===== config.mk =====
export PLATFORM = sky130hd
export DESIGN_NAME = exc_ctrl_flat
export DESIGN_NICKNAME = d
export VERILOG_FILES = /design/src/rtl/exc_pkg.sv /design/src/rtl/exc_ctrl_if.sv /design/src/rtl/exc_timer.sv /design/src/rtl/exc_ctrl.sv /design/src/flat_wrapper.sv
export SDC_FILE = /design/constraint.sdc
export NUM_CORES = 1
export LEC_CHECK = 0
export CAP_MARGIN = 40
export CORE_MARGIN = 3
export CORE_UTILIZATION = 34
export CTS_CLUSTER_SIZE = 40
export DETAILED_ROUTE_END_ITERATION = 10
export PLACE_DENSITY = 0.81
export RECOVER_POWER = 25
export REMOVE_ABC_BUFFERS = 1
export SKIP_CTS_REPAIR_TIMING = 1
export SYNTH_ARGS = -nofsm -noshare
export SYNTH_HDL_FRONTEND = slang
export SYNTH_HIERARCHICAL = 1
export SYNTH_SLANG_ARGS = --single-unit

===== constraint.sdc =====
create_clock -name clk -period 3 [get_ports clk]
set_input_delay 0.45 -clock clk [delete_from_list [all_inputs] [get_ports clk]]
set_output_delay 0.45 -clock clk [all_outputs]
set_load 0.02 [all_outputs]

===== src/rtl/exc_pkg.sv =====
// exc_pkg: definitions shared by the exception sequencer files.
//   - ExcCode values that are driven onto the CP0 cause bus
//   - CP0 register indices that are snooped from mtc0 writes
//   - FSM state encoding
//   - depth_step(): nesting-depth update applied when the ENTER state exits
package exc_pkg;

  localparam logic [4:0] EXC_INT = 5'd0;
  localparam logic [4:0] EXC_SYS = 5'd8;
  localparam logic [4:0] EXC_BP  = 5'd9;
  localparam logic [4:0] EXC_TR  = 5'd13;

  localparam logic [4:0] CP0_COUNT   = 5'd9;
  localparam logic [4:0] CP0_COMPARE = 5'd11;
  localparam logic [4:0] CP0_STATUS  = 5'd12;

  typedef enum logic [1:0] {
    ST_IDLE  = 2'b00,
    ST_ENTER = 2'b01,
    ST_FLUSH = 2'b10
  } exc_state_e;

  // An ERET pops one level and saturates at zero. Every other event pushes
  // one level. Overflow is filtered out before ENTER, so the push cannot wrap.
  function automatic logic [2:0] depth_step(input logic [2:0] d, input logic is_eret);
    logic [2:0] r;
    if (is_eret) begin
      if (d == 3'd0) r = 3'd0;
      else           r = d - 3'd1;
    end else begin
      r = d + 3'd1;
    end
    return r;
  endfunction

endpackage


===== src/rtl/exc_ctrl_if.sv =====
// exc_ctrl_if: pipeline <-> exception sequencer signal bundle.
//   Pipeline to sequencer: instr_valid, syscall, brk, teq, teq_eq, eret_in,
//                          irq, mtc0, rd[4:0], wdata[31:0]
//   Sequencer to pipeline/CP0: stall, exception, eret, cause[4:0], pc_exc,
//                              flush, depth[2:0], ovf
//   Modports: master = pipeline side, slave = exc_ctrl.
interface exc_ctrl_if;
  logic        instr_valid;
  logic        syscall;
  logic        brk;
  logic        teq;
  logic        teq_eq;
  logic        eret_in;
  logic        irq;
  logic        mtc0;
  logic [4:0]  rd;
  logic [31:0] wdata;

  logic        stall;
  logic        exception;
  logic        eret;
  logic [4:0]  cause;
  logic        pc_exc;
  logic        flush;
  logic [2:0]  depth;
  logic        ovf;

  modport master (
    output instr_valid, syscall, brk, teq, teq_eq, eret_in, irq, mtc0, rd, wdata,
    input  stall, exception, eret, cause, pc_exc, flush, depth, ovf
  );

  modport slave (
    input  instr_valid, syscall, brk, teq, teq_eq, eret_in, irq, mtc0, rd, wdata,
    output stall, exception, eret, cause, pc_exc, flush, depth, ovf
  );
endinterface


===== src/rtl/exc_timer.sv =====
// exc_timer: CP0 Count/Compare timer that produces a pending timer interrupt.
// The module exists only when EXC_TIMER_IRQ_EN is defined.
//   clk, rst         : clock, asynchronous active-high reset
//   mtc0, rd, wdata  : snooped CP0 write (rd 9 loads count, rd 11 writes compare)
//   timer_pend       : set on count==compare (compare!=0), cleared by a compare write
`ifdef EXC_TIMER_IRQ_EN
module exc_timer
  import exc_pkg::*;
(
  input  logic        clk,
  input  logic        rst,
  input  logic        mtc0,
  input  logic [4:0]  rd,
  input  logic [31:0] wdata,
  output logic        timer_pend
);

  logic [31:0] count_q, count_d;
  logic [31:0] compare_q, compare_d;
  logic        pend_q, pend_d;

  // Next-state logic for count, compare and pending flag
  always_comb begin
    if (mtc0 && (rd == CP0_COUNT)) count_d = wdata;
    else                           count_d = count_q + 32'd1;

    // A compare write acknowledges the interrupt, so it takes precedence over a match
    if (mtc0 && (rd == CP0_COMPARE)) begin
      compare_d = wdata;
      pend_d    = 1'b0;
    end else if ((count_q == compare_q) && (compare_q != 32'd0)) begin
      compare_d = compare_q;
      pend_d    = 1'b1;
    end else begin
      compare_d = compare_q;
      pend_d    = pend_q;
    end
  end

  // Timer register flops
  always_ff @(posedge clk or posedge rst) begin
    if (rst) begin
      count_q   <= 32'd0;
      compare_q <= 32'd0;
      pend_q    <= 1'b0;
    end else begin
      count_q   <= count_d;
      compare_q <= compare_d;
      pend_q    <= pend_d;
    end
  end

  assign timer_pend = pend_q;

endmodule
`endif


===== src/rtl/exc_ctrl.sv =====
// exc_ctrl: exception sequencer on the pipeline side of the CP0 exception/ERET path.
// When an instruction is valid it detects ERET, TEQ traps, SYSCALL, BREAK and
// interrupts, and applies that priority order. It then stalls the pipeline, strobes
// CP0 for one cycle while the PC takes exc_addr, and flushes on the next cycle.
// Ports: clk, rst (async active-high); bus = exc_ctrl_if.slave.
// Optional feature: define EXC_TIMER_IRQ_EN to add the Count/Compare timer
// interrupt source (exc_timer), which is ORed into irq.
module exc_ctrl
  import exc_pkg::*;
#(
  parameter int unsigned MAX_DEPTH = 6
) (
  input  logic       clk,
  input  logic       rst,
  exc_ctrl_if.slave  bus
);

  localparam logic [2:0] MAX_D = 3'(MAX_DEPTH);

  exc_state_e  state_q, state_d;
  logic        enter_q, enter_d;
  logic        flush_q, flush_d;
  logic        eret_q, eret_d;
  logic [4:0]  cause_q, cause_d;
  logic [2:0]  depth_q, depth_d;
  logic        ovf_q, ovf_d;
  logic        ie_q, ie_d;

  logic        irq_eff;
  logic        ev_eret, ev_tr, ev_sys, ev_bp, ev_int, ev_any;
  logic        at_max, accept, overflow;
  logic [4:0]  sel_cause;

`ifdef EXC_TIMER_IRQ_EN
  logic timer_pend;

  exc_timer u_timer (
    .clk        (clk),
    .rst        (rst),
    .mtc0       (bus.mtc0),
    .rd         (bus.rd),
    .wdata      (bus.wdata),
    .timer_pend (timer_pend)
  );

  assign irq_eff = bus.irq | timer_pend;
`else
  // Only bit 0 of wdata (Status.IE) matters without the timer
  logic unused_wdata_bits;
  assign unused_wdata_bits = ^bus.wdata[31:1];
  assign irq_eff = bus.irq;
`endif

  // Event detection and prioritisation for the issuing instruction
  always_comb begin
    ev_eret = bus.instr_valid & bus.eret_in;
    ev_tr   = bus.instr_valid & bus.teq & bus.teq_eq;
    ev_sys  = bus.instr_valid & bus.syscall;
    ev_bp   = bus.instr_valid & bus.brk;
    // Interrupts are only taken at the outermost level
    ev_int  = bus.instr_valid & irq_eff & ie_q & (depth_q == 3'd0);
    ev_any  = ev_eret | ev_tr | ev_sys | ev_bp | ev_int;

    if (ev_eret)     sel_cause = EXC_INT;
    else if (ev_tr)  sel_cause = EXC_TR;
    else if (ev_sys) sel_cause = EXC_SYS;
    else if (ev_bp)  sel_cause = EXC_BP;
    else             sel_cause = EXC_INT;

    at_max   = (depth_q == MAX_D);
    // A push at full depth has no room left in Status, so it is dropped and flagged
    accept   = ev_any & (ev_eret | ~at_max);
    overflow = ev_any & ~ev_eret & at_max;
  end

  // FSM next-state and registered-output next values
  always_comb begin
    state_d = state_q;
    enter_d = enter_q;
    flush_d = 1'b0;
    eret_d  = eret_q;
    cause_d = cause_q;
    depth_d = depth_q;
    ovf_d   = ovf_q;

    if (bus.mtc0 && (bus.rd == CP0_STATUS)) ie_d = bus.wdata[0];
    else                                    ie_d = ie_q;

    case (state_q)
      ST_IDLE: begin
        if (accept) begin
          state_d = ST_ENTER;
          enter_d = 1'b1;
          eret_d  = ev_eret;
          cause_d = sel_cause;
        end else if (overflow) begin
          ovf_d   = 1'b1;
        end else begin
          state_d = ST_IDLE;
        end
      end
      ST_ENTER: begin
        // CP0 services mtc0 ahead of the strobe, so the FSM holds until the write is done
        if (bus.mtc0) begin
          state_d = ST_ENTER;
        end else begin
          state_d = ST_FLUSH;
          enter_d = 1'b0;
          eret_d  = 1'b0;
          flush_d = 1'b1;
          depth_d = depth_step(depth_q, eret_q);
        end
      end
      ST_FLUSH: begin
        state_d = ST_IDLE;
      end
      default: begin
        state_d = ST_IDLE;
        enter_d = 1'b0;
        eret_d  = 1'b0;
      end
    endcase
  end

  // State and registered-output flops
  always_ff @(posedge clk or posedge rst) begin
    if (rst) begin
      state_q <= ST_IDLE;
      enter_q <= 1'b0;
      flush_q <= 1'b0;
      eret_q  <= 1'b0;
      cause_q <= 5'd0;
      depth_q <= 3'd0;
      ovf_q   <= 1'b0;
      ie_q    <= 1'b0;
    end else begin
      state_q <= state_d;
      enter_q <= enter_d;
      flush_q <= flush_d;
      eret_q  <= eret_d;
      cause_q <= cause_d;
      depth_q <= depth_d;
      ovf_q   <= ovf_d;
      ie_q    <= ie_d;
    end
  end

  // stall has to take effect in the same cycle that the event is detected
  assign bus.stall     = enter_q | ((state_q == ST_IDLE) & accept);
  assign bus.exception = enter_q & ~bus.mtc0;
  assign bus.eret      = eret_q;
  assign bus.cause     = cause_q;
  assign bus.pc_exc    = enter_q;
  assign bus.flush     = flush_q;
  assign bus.depth     = depth_q;
  assign bus.ovf       = ovf_q;

endmodule


===== src/flat_wrapper.sv =====
// flat-port wrapper written by rule: the top's interface ports become plain ports
module exc_ctrl_flat import exc_pkg::*;
#(
  parameter int unsigned MAX_DEPTH = 6
)
  (clk, rst, bus_instr_valid, bus_syscall, bus_brk, bus_teq, bus_teq_eq, bus_eret_in, bus_irq, bus_mtc0, bus_rd, bus_wdata, bus_stall, bus_exception, bus_eret, bus_cause, bus_pc_exc, bus_flush, bus_depth, bus_ovf);
  exc_ctrl_if bus_i ();
  input  logic clk;
  input  logic rst;
  input wire logic [$bits(bus_i.instr_valid)-1:0] bus_instr_valid;
  input wire logic [$bits(bus_i.syscall)-1:0] bus_syscall;
  input wire logic [$bits(bus_i.brk)-1:0] bus_brk;
  input wire logic [$bits(bus_i.teq)-1:0] bus_teq;
  input wire logic [$bits(bus_i.teq_eq)-1:0] bus_teq_eq;
  input wire logic [$bits(bus_i.eret_in)-1:0] bus_eret_in;
  input wire logic [$bits(bus_i.irq)-1:0] bus_irq;
  input wire logic [$bits(bus_i.mtc0)-1:0] bus_mtc0;
  input wire logic [$bits(bus_i.rd)-1:0] bus_rd;
  input wire logic [$bits(bus_i.wdata)-1:0] bus_wdata;
  output wire logic [$bits(bus_i.stall)-1:0] bus_stall;
  output wire logic [$bits(bus_i.exception)-1:0] bus_exception;
  output wire logic [$bits(bus_i.eret)-1:0] bus_eret;
  output wire logic [$bits(bus_i.cause)-1:0] bus_cause;
  output wire logic [$bits(bus_i.pc_exc)-1:0] bus_pc_exc;
  output wire logic [$bits(bus_i.flush)-1:0] bus_flush;
  output wire logic [$bits(bus_i.depth)-1:0] bus_depth;
  output wire logic [$bits(bus_i.ovf)-1:0] bus_ovf;
  assign bus_i.instr_valid = bus_instr_valid;
  assign bus_i.syscall = bus_syscall;
  assign bus_i.brk = bus_brk;
  assign bus_i.teq = bus_teq;
  assign bus_i.teq_eq = bus_teq_eq;
  assign bus_i.eret_in = bus_eret_in;
  assign bus_i.irq = bus_irq;
  assign bus_i.mtc0 = bus_mtc0;
  assign bus_i.rd = bus_rd;
  assign bus_i.wdata = bus_wdata;
  assign bus_stall = bus_i.stall;
  assign bus_exception = bus_i.exception;
  assign bus_eret = bus_i.eret;
  assign bus_cause = bus_i.cause;
  assign bus_pc_exc = bus_i.pc_exc;
  assign bus_flush = bus_i.flush;
  assign bus_depth = bus_i.depth;
  assign bus_ovf = bus_i.ovf;
  exc_ctrl #(.MAX_DEPTH(MAX_DEPTH)) u_core (.clk(clk), .rst(rst), .bus(bus_i));
endmodule

Word level (Yosys, flattened, before mapping)
Index checks and enable logic that the tools add are counted.
{"block": "classes", "n_addsub": 2, "n_eq_ne": 7, "muxes": 17, "bitwise_logic": 24, "reduce_logical": 7}
{"operator": "two-way mux 5 bit", "n": 3}
{"operator": "bitwise AND 1 bit", "n": 13}
{"operator": "two-way mux 2 bit", "n": 3}
{"operator": "two-way mux 3 bit", "n": 2}
{"operator": "OR 1 bit", "n": 6}
{"operator": "case mux 1 bit (3 select lines)", "n": 2}
{"operator": "AND reduction 3 bit", "n": 2}
{"operator": "== test 5 x 4 -> 1 bit, second input constant", "n": 1}
{"operator": "two-way mux 1 bit", "n": 5}
{"operator": "inverter 1 bit", "n": 5}
{"operator": "two-way mux 4 bit", "n": 1}
{"operator": "case mux 2 bit (2 select lines)", "n": 1}
{"operator": "AND reduction 2 bit", "n": 2}
{"operator": "adder 3 x 1 -> 3 bit, second input constant", "n": 1}
{"operator": "== test 3 bit, second input constant", "n": 1}
{"operator": "zero test 3 bit", "n": 1}
{"operator": "inequality test 3 x 2 -> 1 bit, second input constant", "n": 1}
{"operator": "subtractor 3 x 1 -> 3 bit, second input constant", "n": 1}
{"operator": "== test 2 x 1 -> 1 bit, second input constant", "n": 1}
{"operator": "== test 2 bit, second input constant", "n": 1}
{"operator": "zero test 2 bit", "n": 1}
{"operator": "inequality test 2 x 1 -> 1 bit, second input constant", "n": 1}
{"operator": "inequality test 2 bit, second input constant", "n": 1}
{"operator": "logical AND 1 bit", "n": 1}
{"block": "totals", "reg_bits": 15, "input_bits": 47, "out_inout_bits": 14, "wordCells": 65}

Logic depth before layout (Yosys ltp)
Gate-level depths: netlist of the first run.
{"block": "logic_depth", "depth_word": 11, "mapped_depth": 6, "ltp_nobuf": 6}

Least setup slack after synthesis of the first run
Ideal clock, no wire load.
{"block": "synth_path", "path_kind": "reg2out", "start": "register u_core.depth_q[0], in the netlist u_core/bus.depth[0]", "end": "output bus_stall", "arrival_time_ns": 1.540, "t_required_ns": 2.550, "setup_slack_ns": 1.010, "path_stages_with_launch": 7, "n_path_buf": 0, "path_cell_list": "dfrtp_1 inv_1 ha_1 nand2_1 o211ai_4 and2b_4 or2_1"}
{"block": "synth_via", "elab_chain_cells": 6, "word_cells_on_any_way": 9, "classes_between": "eq/ne: 1; bitwise: 7; reduce/logical: 1"}
{"element": "start: declaration", "line_no": "exc_ctrl.sv:25", "source": "logic [2:0] depth_q, depth_d;"}
{"element": "start signal: assignment", "line_no": "exc_ctrl.sv:142", "source": "depth_q <= depth_d;"}
{"element": "zero test 3 bit or == test 3 bit (tied branches)", "line_no": "exc_ctrl.sv:61, exc_ctrl.sv:70"}
{"element": "bitwise AND 1 bit or inverter 1 bit (tied branches)", "line_no": "exc_ctrl.sv:61, exc_ctrl.sv:72"}
{"element": "OR 1 bit (on tied branches)", "line_no": "exc_ctrl.sv:62, exc_ctrl.sv:72"}
{"element": "bitwise AND 1 bit (*)", "line_no": "exc_ctrl.sv:72", "source": "accept = ev_any & (ev_eret | ~at_max);"}
{"element": "bitwise AND 1 bit (*)", "line_no": "exc_ctrl.sv:149", "source": "assign bus.stall = enter_q | ((state_q == ST_IDLE) & accept);"}
{"element": "OR 1 bit (*)", "line_no": "exc_ctrl.sv:149"}
{"element": "end: declaration", "line_no": "flat_wrapper.sv:20", "source": "output wire logic [$bits(bus_i.stall)-1:0] bus_stall;"}
Every way passes the cells marked *; elsewhere a longest branch is shown, timed or not.

Worst setup path in the final report of the first run
{"block": "layout_path", "start": "input bus_teq", "end": "output bus_stall"}
{"block": "layout_via", "elab_chain_cells": 9}
{"element": "start: declaration", "line_no": "flat_wrapper.sv:13", "source": "input wire logic [$bits(bus_i.teq)-1:0] bus_teq;"}
{"element": "bitwise AND 1 bit (2 in series)", "line_no": "exc_ctrl.sv:57", "source": "ev_tr = bus.instr_valid & bus.teq & bus.teq_eq;"}
{"element": "OR 1 bit (4 in series)", "line_no": "exc_ctrl.sv:62", "source": "ev_any = ev_eret | ev_tr | ev_sys | ev_bp | ev_int;"}
{"element": "bitwise AND 1 bit", "line_no": "exc_ctrl.sv:72"}
{"element": "bitwise AND 1 bit", "line_no": "exc_ctrl.sv:149"}
{"element": "OR 1 bit", "line_no": "exc_ctrl.sv:149"}
No other way between the ends.

==> parameters.txt, run 1 <==
Parameter                              Value

Power and ir drop
  Design Power ... 900 µW
  Pleak ... 0.462 nW
  Power per standard cell area ... 848 mW/mm²
  Worst IR Drop VDD ... 0.424 mV

Synthesis
  Count of flip-flops with a built-in enable after synthesis ... 0
  Mux share of post-synthesis cell area ... 2.85%
  Ys async rst share ... 100%
  Most numerous cell types in the synthesized netlist ... dfrtp_1, inv_1, nand2_1
  Post-synthesis cell count ... 73
  Combinational family with the most area after synthesis ... simple AND/OR/NAND/NOR gates
  Synthesized-area fraction occupied by xor and xnor cells ... 0%
  Area of the mapped netlist ... 747 µm²
  Top post-synthesis cells by area ... dfrtp_1, ha_1, inv_1
  Synth cell types ... 34
  Simple-gate share of the synthesized area ... 21.9%
  Share of Yosys cell area claimed by the top area cell type ... 43.6%
  Number of warning messages in the yosys log ... 6
  Most used standard cell by instance count after synthesis ... dfrtp_1
  Share of the synthesized area in compound gates (AO/OA/AOI/OAI) ... 17.4%
  Count of state elements after synthesis ... 13
  Fraction of the yosys area taken by sequential cells ... 43.6%
  Post-synthesis adder-cell area fraction ... 6.70%
  Top cell type by total area after synthesis ... dfrtp_1
  Mapped Avg Cell Area ... 10.2 µm²
  Predominant post-synthesis flop cell ... dfrtp_1

Timing
  Setup violators final ... 0
  Highest clock frequency the design can meet ... 358 MHz
  Total negative slack for setup checks ... 0 ns
  Final number of max-transition violations ... 0
  Fin. Hold Viols ... 0
  Share of the clock period used by the worst path after layout ... 93.0%
  Tmin final ... 2.79 ns
  Worst clock skew ... 0.00197 ns
  RSZ-0062 raised after global routing ... no

Setup path
  Highest fanout seen on the critical path ... 7
  Sort of element at the start of the critical path ... primary input
  Cell occurring most often along the worst timing path ... clkdlybuf4s50_1
  Worst endpoint data arrival time ... 2.34 ns
  Critical path's slowest cell ... clkdlybuf4s50_1
  Critical path's largest stage delay ... 0.53 ns
  Crit end category ... output pin
  Cells along the critical path ... clkdlybuf4s50_1 > a211oi_1 > nand3b_1 > and2b_4 > or2_1 > clkdlybuf4s50_1
  Endpoint required time on the critical path ... 2.55 ns
  Crit Path Category ... primary input to output pin

Die
  Initial Utilization ... 36.9%
  Die X ... 52.9 µm
  Site Rows ... 16
  Height of the chip ... 52.9 µm
  Num ports ... 61
  Die area ... 0.00280 mm²
  Core ar. ... 0.00202 mm²

Drt
  Vias ... 605
  Routed length per placed instance ... 11.8 µm
  Routed wire length ... 1.52 mm
  First-pass iteration count of the detailed router ... 4
  Residual antenna-violating net count after detailed routing ... 0
  1st-iter DRT viols ... 9
  # DRC ... 0
  Via density per instance ... 4.69

Clock network
  Clock root buffer ... clkbuf_4
  CTS Buffer Depth ... 2
  CTS tree ... built
  TritonCTS sink count ... 13
  Latest clock arrival within the worst-skew pair ... 0.27 ns
  Worst-path clk slew ... 0.08 ns
  Number of H-tree levels ... 1
  CTS buffer count ... 3

Final layout
  Non-Filler Instances ... 129
  Inserted Diodes ... 0
  Post-route cell area ... 0.00106 mm²
  Growth of design area from synthesis to finish ... 42.2%
  Proportion of layout cells with a drive suffix above 1 ... 11.8%
  Final net count ... 154

Placed design
  RePlAce Congestion ... 0.762
  Port bufs ... 27
  Estimated wirelength of the detail-placed design ... 1.24 mm
  Number of placed instances, taps included ... 125
  Placed cell area ... 0.00104 mm²

Outcome
  Status ... completed

Global route
  Overall global routing resource usage ... 12.5%
  Initial antenna violation count ... 0
  Via count of the first global-routing pass ... 582
  Wire length of the first global-routing pass ... 2.46 mm
  Remaining global-route overflow ... 0
  Maximum number of pins on one net before global-route repair ... 14

Flow run
  Max-cap violation count ... 0

Hold path
  Tightest Hold Check Type ... register to register
path summary, 6_finish.rpt:
| path | slack, ns | endpoint | from | cells after the start |
|---|---|---|---|---|
| max | 0.21 | bus_stall | bus_teq | 6 |
| min | 0.48 | u_core/bus.ovf$_DFFE_PP0P_ | u_core/bus.ovf$_DFFE_PP0P_ | 1 |
| max reg2reg | 1.42 | u_core/state_q[0]$_DFFE_PP0P_ | u_core/bus.depth[0]$_DFFE_PP0P_ | 6 |
| min reg2reg | 0.48 | u_core/bus.ovf$_DFFE_PP0P_ | u_core/bus.ovf$_DFFE_PP0P_ | 1 |
| max in group asynchronous | 2.04 | u_core/bus.depth[2]$_DFFE_PP0P_ | rst | 2 |
| min in group asynchronous | 0.63 | u_core/state_q[1]$_DFFE_PP0P_ | rst | 2 |
sequential cells by signal (all words and copies together), names as in the netlist:
name               count
u_core/bus.depth       3
u_core/bus.flush       1
u_core/bus.ovf         1
u_core/state_q         2
u_core/bus.cause       3
u_core/bus.eret        1
u_core/bus.pc_exc      1
u_core/ie_q            1
per-stage QoR:
step	hold slack (ns)	setup WS, ns	utilization [%]
CTS	0.489	0.173	52.5
global placement	0.461	0.209	51.2
finish	0.484	0.210	52.5
detailed placement	0.470	0.172	51.2
global route	0.515	0.0689	52.5
floorplan	0.327	1.01	-
area by class of cell:
type                       instances  area, µm²
multi-input combinational         49        373
tap                               27       33.8
inverter                           9       33.8
sequential                        13        325
clock buffer                       4       26.3
fill                             195        960
timing repair buffer              27        270
cells by family (layout without fill, tap and decap cells):
family | Yosys count | in the layout
AOI/OAI and AO/OA | 17 | 17
adders and majority gates | 4 | 4
buffers and inverters | 12 | 40
DFF | 13 | 13
muxes | 2 | 2
other | 1 | 2
and+or+nand+nor | 24 | 24
metal layers:
metal / wire length (µm) / share of wire, % / global-route usage (%) / vias up
li1: - / - / - / 310
met1: 618 / 41 / 14.2 / 279
met2: 820 / 54 / 21.7 / 16
met3: 84 / 5.5 / 3.38 / 0
met4: 0 / 0 / 5.11 / 0
met5: 0 / 0 / 0 / -
power by group:
group	internal [mW]	switching [mW]	total (mW)
clock network	0.0514	0.0536	0.105
logic	0.240	0.240	0.481
registers	0.244	0.0709	0.315
total	0.536	0.365	0.900
placed cells by master (no fill, tap or decap), drive strengths merged, types with 2 or more instances in the layout:
cell type       n
nand3b          3
inv             9
ha              4
nand2           6
nand3           2
o21ai           6
nand4b          2
clkdlybuf4s50  26
clkbuf          4
and3            2
o211ai          2
a31o            2
conb            2
dfrtp          13
worst max-delay path, delay by kind of cell:
kind,cells,cell delay (ns)
compound gates,1,0.34
buf+inv,2,0.97
simple gates,3,0.58
No activity file was read; power rests on OpenSTA's default activity.
==> inputs of run 2 (changes only) <==
--- a/config.mk
+++ b/config.mk
@@ -6,10 +6,10 @@
 export NUM_CORES = 1
 export LEC_CHECK = 0
 export CAP_MARGIN = 40
-export CORE_MARGIN = 3
 export CORE_UTILIZATION = 34
 export CTS_CLUSTER_SIZE = 40
 export DETAILED_ROUTE_END_ITERATION = 10
+export HOLD_SLACK_MARGIN = 0.02
 export PLACE_DENSITY = 0.81
 export RECOVER_POWER = 25
 export REMOVE_ABC_BUFFERS = 1
==> parameters.txt, run 2 (synthesis gave the netlist of run 1 again) <==
Parameter                              Value

Die
  Initial Utilization ... 36.9%
  Height of the chip ... 48.9 µm
  Site Rows ... 16
  Core ar. ... 0.00202 mm²
  Die X ... 48.9 µm
  Die area ... 0.00239 mm²
  Num ports ... 61

Drt
  Routed length per placed instance ... 11.5 µm
  Vias ... 622
  # DRC ... 0
  Routed wire length ... 1.48 mm
  Via density per instance ... 4.82
  First-pass iteration count of the detailed router ... 4
  1st-iter DRT viols ... 16
  Residual antenna-violating net count after detailed routing ... 0

Setup path
  Endpoint required time on the critical path ... 2.55 ns
  Sort of element at the start of the critical path ... primary input
  Crit Path Category ... primary input to output pin
  Reg-to-Reg Start ... u_core/bus.depth[0]$_DFFE_PP0P_
  Setup crit start ... bus_teq
  Crit end category ... output pin
  Highest fanout seen on the critical path ... 7
  Worst endpoint data arrival time ... 2.39 ns

Timing
  Fin. Hold Viols ... 0
  Tmin final ... 2.84 ns
  Setup violators final ... 0
  WHS ... 0.474 ns
  Final number of max-transition violations ... 0
  Slack of the critical path ... 0.161 ns
  Highest clock frequency the design can meet ... 352 MHz
  Share of the clock period used by the worst path after layout ... 94.6%
  Total negative slack for setup checks ... 0 ns
  Worst clock skew ... 0.00570 ns
  RSZ-0062 raised after global routing ... no

Power and ir drop
  Pleak ... 0.462 nW
  Power per standard cell area ... 849 mW/mm²
  Worst IR Drop VDD ... 0.368 mV

Clock network
  Worst-path clk slew ... 0.08 ns
  CTS buffer count ... 3
  Latest clock arrival within the worst-skew pair ... 0.27 ns
  Number of H-tree levels ... 1
  Clock root buffer ... clkbuf_4
  TritonCTS sink count ... 13
  CTS Buffer Depth ... 2
  CTS tree ... built

Final layout
  Final core utilization ... 52.5%
  Area of the multi-input gates ... 373 µm²
  Growth of design area from synthesis to finish ... 42.2%
  Most frequent cells in the layout ... clkdlybuf4s50_1, dfrtp_1, inv_1
  Layout fillers ... 189
  Final net count ... 154
  Inserted Diodes ... 0
  Commonest non-fill, non-tap cell in the layout ... clkdlybuf4s50_1
  Area used by sequential logic in the layout ... 325 µm²
  Proportion of layout cells with a drive suffix above 1 ... 11.8%

Global route
  Maximum number of pins on one net before global-route repair ... 14
  Via count of the first global-routing pass ... 627
  Wire length of the first global-routing pass ... 2.57 mm
  Remaining global-route overflow ... 0
  GRT met2 Usage ... 25.5%
  Peak-usage layer in the global routing report ... met2
  Initial antenna violation count ... 0
  Met3 demand-to-capacity share in global routing ... 1.87%
  Met1 usage ... 15.9%
  Overall global routing resource usage ... 14.1%

Hold path
  Tightest Hold Check Type ... register to register
  HP Start ... u_core/bus.ovf$_DFFE_PP0P_

Outcome
  Status ... completed

Placed design
  RePlAce Congestion ... 0.727
  Port bufs ... 27
  Estimated wirelength of the detail-placed design ... 1.20 mm
  Worst setup timing slack at the placement stage ... 0.164 ns

Flow run
  Max-cap violation count ... 0
## run 2: worst paths after layout
kind                                                   endpoint  slack, ns  depth (start not counted)
worst min register to register       u_core/bus.ovf$_DFFE_PP0P_       0.47                          1
worst max register to register    u_core/state_q[0]$_DFFE_PP0P_       1.40                          6
worst min-delay path                 u_core/bus.ovf$_DFFE_PP0P_       0.47                          1
worst max-delay path                                  bus_stall       0.16                          6
max in group asynchronous       u_core/bus.cause[2]$_DFFE_PP0P_       2.03                          2
min in group asynchronous               u_core/ie_q$_DFFE_PP0P_       0.63                          2
## run 2: area by class of cell
cell class	instances	share of cell area (%)
Timing Repair Buffer	27	25.4
Tap cell	27	3.18
Clock buffer	4	2.47
Multi-Input combinational cell	49	35.1
Sequential cell	13	30.6
Inverter	9	3.18
## run 2: routing by layer
layer | vias to the layer above | part of all wire (%)
met5 | - | 0
met1 | 289 | 41
met2 | 19 | 54
li1 | 312 | -
met3 | 2 | 3.5
met4 | 0 | 1.3
## run 2: through the flow
stage | cell area [µm²] | cells | power (mW)
floorplan | 732 | 71 | 0.595
global placement | 1040 | 125 | 0.783
detailed placement | 1040 | 125 | 0.800
CTS | 1060 | 129 | 0.910
global route | 1060 | 129 | 0.974
finish | 1060 | 129 | 0.902
## run 2: power breakdown
part	internal, mW	leakage [nW]	switching, mW
Clock	0.0514	0.0150	0.0575
Sequential	0.244	0.163	0.0700
Combinational	0.241	0.284	0.238
## run 2: worst max-delay path: stages
cell and delay [ns]:
clkdlybuf4s50_1 0.44, a211oi_1 0.37, nand3b_1 0.16, and2b_4 0.22, or2_1 0.21, clkdlybuf4s50_1 0.54
